File: config.mk
export PLATFORM = sky130hd
export DESIGN_NAME = shmem_arbiter
export DESIGN_NICKNAME = d
export VERILOG_FILES = /design/src/rtl/shmem_arbiter.sv
export SDC_FILE = /design/constraint.sdc
export NUM_CORES = 1
export LEC_CHECK = 0
export ABC_CLOCK_PERIOD_IN_PS = 4000
export BUFFER_PORTS_ARGS = -buffer_cell sky130_fd_sc_hd__buf_2
export CAP_MARGIN = 20
export CORE_AREA = 10 10 242 244
export CTS_CLUSTER_DIAMETER = 100
export DETAILED_ROUTE_END_ITERATION = 10
export DIE_AREA = 0 0 252 254
export PLACE_DENSITY = 0.37
export SLEW_MARGIN = 30
export SYNTH_ARGS = -nofsm -noshare
export SYNTH_HDL_FRONTEND = slang
export SYNTH_SLANG_ARGS = --single-unit
File: constraint.sdc
create_clock -name i_clk -period 4 [get_ports i_clk]
set_input_delay 0.4 -clock i_clk [delete_from_list [all_inputs] [get_ports i_clk]]
set_output_delay 0.4 -clock i_clk [all_outputs]
set_load 0.03 [all_outputs]
File: src/rtl/shmem_arbiter.sv
// Round-robin arbiter between N_PROC proc units and one single-port shared memory.
// One owner holds the memory at a time. Grants are registered. The memory address,
// write data and write size are muxed combinationally from the owner's slice.
// A hold limit hands the memory to a waiting proc after MAX_HOLD consecutive cycles.
module shmem_arbiter #(
  parameter int N_PROC   = 4,
  parameter int MAX_HOLD = 8,
  parameter int ADDR_W   = 32,
  parameter int BUS_W    = 64
) (
  input  logic                           i_clk,
  input  logic                           i_rstn,
  input  logic [N_PROC-1:0]              i_req_rd,
  input  logic [N_PROC-1:0]              i_req_wr,
  input  logic [N_PROC*ADDR_W-1:0]       i_addr,
  input  logic [N_PROC*BUS_W-1:0]        i_wdata,
  input  logic [N_PROC*3-1:0]            i_wr_size,
  output logic [N_PROC-1:0]              o_grant_rd,
  output logic [N_PROC-1:0]              o_grant_wr,
  output logic                           o_mem_re,
  output logic                           o_mem_we,
  output logic [ADDR_W-1:0]              o_mem_addr,
  output logic [BUS_W-1:0]               o_mem_wdata,
  output logic [2:0]                     o_mem_wr_size,
  input  logic [BUS_W-1:0]               i_mem_rdata,
  output logic [BUS_W-1:0]               o_rdata,
  output logic [$clog2(N_PROC)-1:0]      o_owner,
  output logic                           o_busy
);

  localparam int OWN_W = $clog2(N_PROC);
  localparam int CNT_W = $clog2(MAX_HOLD + 1);
  localparam logic [CNT_W-1:0] HOLD_MAX = CNT_W'(MAX_HOLD);

  typedef enum logic {
    ST_IDLE = 1'b0,
    ST_OWN  = 1'b1
  } state_t;

  // Registered arbitration state.
  state_t           state_q, state_d;
  logic [OWN_W-1:0] owner_q, owner_d;
  logic [OWN_W-1:0] ptr_q, ptr_d;
  logic             is_wr_q, is_wr_d;
  logic [CNT_W-1:0] cnt_q, cnt_d;

  // Request decoding and arbitration results.
  logic [N_PROC-1:0] pending;
  logic [N_PROC-1:0] others;
  logic              owner_same;
  logic              found_all, found_oth;
  logic [OWN_W-1:0]  win_all, win_oth;
  logic              grant_new;
  logic [OWN_W-1:0]  grant_idx;
  logic [N_PROC-1:0] owner_oh;

  // Round-robin search: first set bit of mask strictly after 'last', wrapping,
  // so 'last' itself is checked at the very end (lowest priority).
  function automatic void rr_pick(
    input  logic [N_PROC-1:0] mask,
    input  logic [OWN_W-1:0]  last,
    output logic              found,
    output logic [OWN_W-1:0]  win
  );
    int               idx;
    logic [OWN_W-1:0] idx_b;
    found = 1'b0;
    win   = '0;
    for (int i = 1; i <= N_PROC; i++) begin
      idx = int'(last) + i;
      if (idx >= N_PROC) idx = idx - N_PROC;
      idx_b = OWN_W'(idx);
      if (!found && mask[idx_b]) begin
        found = 1'b1;
        win   = idx_b;
      end
    end
  endfunction

  // Decode pending requests and run both arbitration searches.
  // NOTE: every variable written in an always_comb gets a value at the top of the block, so no path can infer a latch.
  always_comb begin
    pending    = i_req_rd | i_req_wr;
    others     = pending & ~(N_PROC'(1) << owner_q);
    owner_same = pending[owner_q] && (i_req_wr[owner_q] == is_wr_q);
    rr_pick(pending, ptr_q, found_all, win_all);
    rr_pick(others, owner_q, found_oth, win_oth);
  end

  // Next-state logic: keep, hand over on hold limit, re-arbitrate, or go idle.
  always_comb begin
    state_d   = state_q;
    owner_d   = owner_q;
    ptr_d     = ptr_q;
    is_wr_d   = is_wr_q;
    cnt_d     = cnt_q;
    grant_new = 1'b0;
    grant_idx = win_all;
    case (state_q)
      ST_IDLE: begin
        grant_new = found_all;
      end
      ST_OWN: begin
        if (owner_same) begin
          if (!(|others)) begin
            // Alone on the bus: keep going, counter saturates.
            if (cnt_q != HOLD_MAX) cnt_d = cnt_q + 1'b1;
          end else if (cnt_q < HOLD_MAX) begin
            cnt_d = cnt_q + 1'b1;
          end else begin
            // Hold limit reached with others waiting: owner is excluded.
            grant_new = found_oth;
            grant_idx = win_oth;
          end
        end else if (found_all) begin
          // Owner released or switched type; it competes at lowest priority.
          grant_new = 1'b1;
        end else begin
          state_d = ST_IDLE;
          cnt_d   = '0;
        end
      end
      default: begin
        state_d = ST_IDLE;
      end
    endcase
    if (grant_new) begin
      state_d = ST_OWN;
      owner_d = grant_idx;
      ptr_d   = grant_idx;
      is_wr_d = i_req_wr[grant_idx];
      cnt_d   = CNT_W'(1);
    end
  end

  // State register with synchronous active-low reset.
  // NOTE: sequential state uses non-blocking assignments so every flop samples pre-edge values.
  always_ff @(posedge i_clk) begin
    if (!i_rstn) begin
      state_q <= ST_IDLE;
      owner_q <= '0;
      ptr_q   <= OWN_W'(N_PROC - 1);
      is_wr_q <= 1'b0;
      cnt_q   <= '0;
    end else begin
      state_q <= state_d;
      owner_q <= owner_d;
      ptr_q   <= ptr_d;
      is_wr_q <= is_wr_d;
      cnt_q   <= cnt_d;
    end
  end

  // Grant vectors and memory-port mux driven from the registered owner.
  always_comb begin
    o_busy        = (state_q == ST_OWN);
    o_owner       = owner_q;
    owner_oh      = o_busy ? (N_PROC'(1) << owner_q) : '0;
    o_grant_wr    = is_wr_q ? owner_oh : '0;
    o_grant_rd    = is_wr_q ? '0 : owner_oh;
    o_mem_re      = |o_grant_rd;
    o_mem_we      = |o_grant_wr;
    o_mem_addr    = '0;
    o_mem_wdata   = '0;
    o_mem_wr_size = '0;
    if (o_busy) begin
      o_mem_addr    = i_addr[int'(owner_q)*ADDR_W +: ADDR_W];
      o_mem_wdata   = i_wdata[int'(owner_q)*BUS_W +: BUS_W];
      o_mem_wr_size = i_wr_size[int'(owner_q)*3 +: 3];
    end
    o_rdata = i_mem_rdata;
  end

  a_re_we_excl: assert property (@(posedge i_clk) disable iff (!i_rstn)
    !(o_mem_re && o_mem_we));
  a_grant_onehot: assert property (@(posedge i_clk) disable iff (!i_rstn)
    $onehot0(o_grant_rd | o_grant_wr));

endmodule

==> results.py <==
metrics = {
    "synthesis": {
        "yosys-top-cells-area": "mux4_2 (49%), and2_1 (14%), buf_4 (10%)",
        "yosysTopAreaCellShare_pct": 49.2,
        "synth_cells": 444,
        "ys_warn_count": 0,
        "ys.flop_type": "dfxtp_1",
        "syn_area_um2": 4620,
        "avgSynthCellArea_um2": 10.4,
        "ys_ff_latch": 10,
        "synth.most_common_cell": "and2_1",
        "syn-num-nets": 920,
        "synth_cell_type_count": 55,
        "seq_area_frac_synth_pct": 4.33,
        "synth_top_area_cell": "mux4_2",
        "async_flop_share_pct": 0,
        "synth_common_cells": "and2_1 (105), mux4_2 (101), buf_4 (64), clkbuf_1 (24)",
        "synth_edf_count": 0,
    },
    "pwr": {
        "power_density_nw_per_um2": 443,
        "ir_drop_v": 0.000170,
        "p_leak_nw": 3.47,
    },
    "floorplan": {
        "coreArea_um2": 53600,
        "boundaryPins": 646,
        "rows": 85,
        "die_area_um2": 64000,
        "die_w_um": 252,
        "die-height_um": 254,
        "initial_utilization_pct": 8.63,
    },
    "timing": {
        "relSlewSlack_pct": 57.3,
        "skew_ns": 0.000675,
        "hold_viol": 0,
        "fin_crit_sh_pct": 70.1,
        "finalSetupTns_ns": 0,
        "tightestPinTransition_ns": 0.640,
        "fmax_ghz": 0.357,
        "min_period_ns": 2.80,
        "rsz0062_at_grt": "no",
        "setup_viol": 0,
        "finalMaxSlewViolations": 0,
    },
    "status": {
        "status": "finished, final reports clean",
    },
    "global_routing": {
        "grtUsageMet1_pct": 11.4,
        "grt_first_pass_wirelength_mm": 54.6,
        "antenna_found_initial": 56,
        "grt_pass1_vias": 6565,
        "grt_max_degree": 62,
        "grt_busiest_layer": "met2",
        "met2_usage_pct": 21.4,
        "grt_usage_pct": 12.2,
        "use_met3_pct": 7.65,
        "grt.overflow.total": 0,
    },
    "place": {
        "placement.io_buffers": 517,
        "dp.cells": 1560,
        "gp_congestion": 0.857,
        "hpwlAfterDp_mm": 38.5,
    },
    "critical_path": {
        "reg2reg_depth": 9,
        "cp.required_ns": 3.60,
        "rr_endpoint": "is_wr_q",
        "critical_path.cell_chain": "buf_4 > mux4_2 > and2_1 > buf_2",
        "cp.buffers_inverters": 2,
        "cp-end-kind": "output port",
        "crit_fanout": 43,
        "critPathMaxStageDelay_ns": 0.64,
        "ff2ff_setup_slack_ns": 1.29,
        "criticalPathCategory": "reg2out",
        "cp.arrival_ns": 2.40,
        "r2r_start": "o_owner[1]",
        "crit_path_top_delay_cell": "dfxtp_4",
        "critPathTopFamily": "buffers and inverters",
        "cp-start-kind": "flop",
        "cp-startpoint": "o_owner[1]",
    },
    "cts": {
        "cts_hold_buffers": 0,
        "htree_levels": 1,
        "cts_root_buf": "clkbuf_16",
        "cts.clk_slew.worst_paths_ns": 0.04,
        "ctsResizeCount": 0,
        "cts_buffer_depth": 2,
        "clk_latency_ns": 0.24,
        "post_cts_buffers": 0,
        "clkSinkCount": 10,
        "cts_buffers": 3,
        "cts_tree": "yes",
    },
    "cells_and_area": {
        "final_nets": 1345,
        "area_growth_pct": 64.8,
        "drive_above_1_share_pct": 74.3,
        "multi_input_area_um2": 3750,
        "fillCellCount": 6208,
        "seq_area_um2": 211,
        "stdcell_count": 1576,
    },
    "routing": {
        "drc": 0,
        "wl_per_cell_um": 26.4,
        "avgViaCountPerCell": 3.73,
        "ant_nets": 0,
        "dr_total_vias": 5874,
        "drt_iter0_markers": 237,
        "dr.pass1.iters": 4,
        "drt-total-wl_mm": 41.7,
    },
    "hold_path": {
        "hold-path-cell-count": 2,
        "whs_endpoint": "ptr_q[0]",
        "hold_path_class": "in2reg",
        "hold_path.startpoint": "i_rstn",
    },
    "run": {
        "maxCapViolations": 0,
    },
}
==> cells in the final DEF, fill, tap and decap left out, types with 2 or more instances in the layout <==
master / n
o21bai_2: 2
and2_1: 105
nor2_2: 2
clkbuf_16: 3
ha_1: 6
nor3_1: 3
a22oi_1: 2
nand2_1: 13
xor2_1: 2
nand2b_1: 3
nand3_1: 10
o21ba_2: 3
mux2i_1: 3
a21oi_1: 8
mux4_2: 101
buf_2: 517
nor2_1: 13
o21ai_0: 3
and3_4: 2
a41oi_1: 2
o21bai_1: 2
inv_1: 4
diode_2: 12
o21ai_1: 2
nand4_1: 2
o211ai_1: 3
dfxtp_1: 7
buf_4: 4
buf_12: 2
or4_1: 3
dfxtp_4: 3
and3_1: 8
==> how the worst max path moves through the flow <==
stage / depth (start not counted) / endpoint
after global routing: 9 / is_wr_q
after floorplan: 11 / is_wr_q
after global placement: 9 / is_wr_q
after CTS: 4 / o_mem_addr[23]
final: 4 / o_mem_addr[23]
after detailed placement: 9 / is_wr_q
==> flip-flops by register name (all words and copies together) (netlist names) <==
register and count:
cnt_q 4, o_owner 2, ptr_q 2, is_wr_q 1, o_busy 1
==> cell type report <==
cell class,instances,share of cell area [%]
Antenna cell,12,0.394
Clock buffer,4,1.03
Inverter,5,0.246
Multi-Input combinational cell,326,49.3
Sequential cell,10,2.77
Tap cell,696,11.4
Timing Repair Buffer,523,34.9
==> metrics by stage <==
step / hold slack [ns] / util, % / power (mW) / cell area, um2 / setup slack, ns
floorplan: 0.484 / - / 2.43 / 4620 / 1.20
global placement: 0.522 / 14.0 / 3.25 / 7510 / 1.30
detailed placement: 0.525 / 14.0 / 3.27 / 7510 / 1.28
CTS: 0.473 / 14.2 / 3.46 / 7590 / 1.11
global route: 0.499 / 14.2 / 3.63 / 7600 / 1.07
finish: 0.472 / 14.2 / 3.37 / 7620 / 1.20
==> metal layers <==
metal | wire (um) | vias up
li1 | - | 2515
met1 | 13100 | 2753
met2 | 20700 | 416
met3 | 6020 | 142
met4 | 1550 | 48
met5 | 323 | -
==> cells by family after synthesis <==
logic type | after synthesis | synth area share [%]
AOI/OAI and AO/OA | 41 | 6.76
xor gates and xnor gates | 2 | 0.379
adders and majority gates | 6 | 1.62
buffers and inverters | 108 | 14.5
DFF | 10 | 4.33
muxes | 104 | 49.8
and+or+nand+nor | 173 | 22.6
==> power by group <==
part	switching, mW	internal, mW	total (mW)
Sequential	0.121	0.129	0.250
Combinational	1.61	1.34	2.94
Clock	0.0492	0.134	0.183
Note: power is estimated with default switching activity, not from simulation.
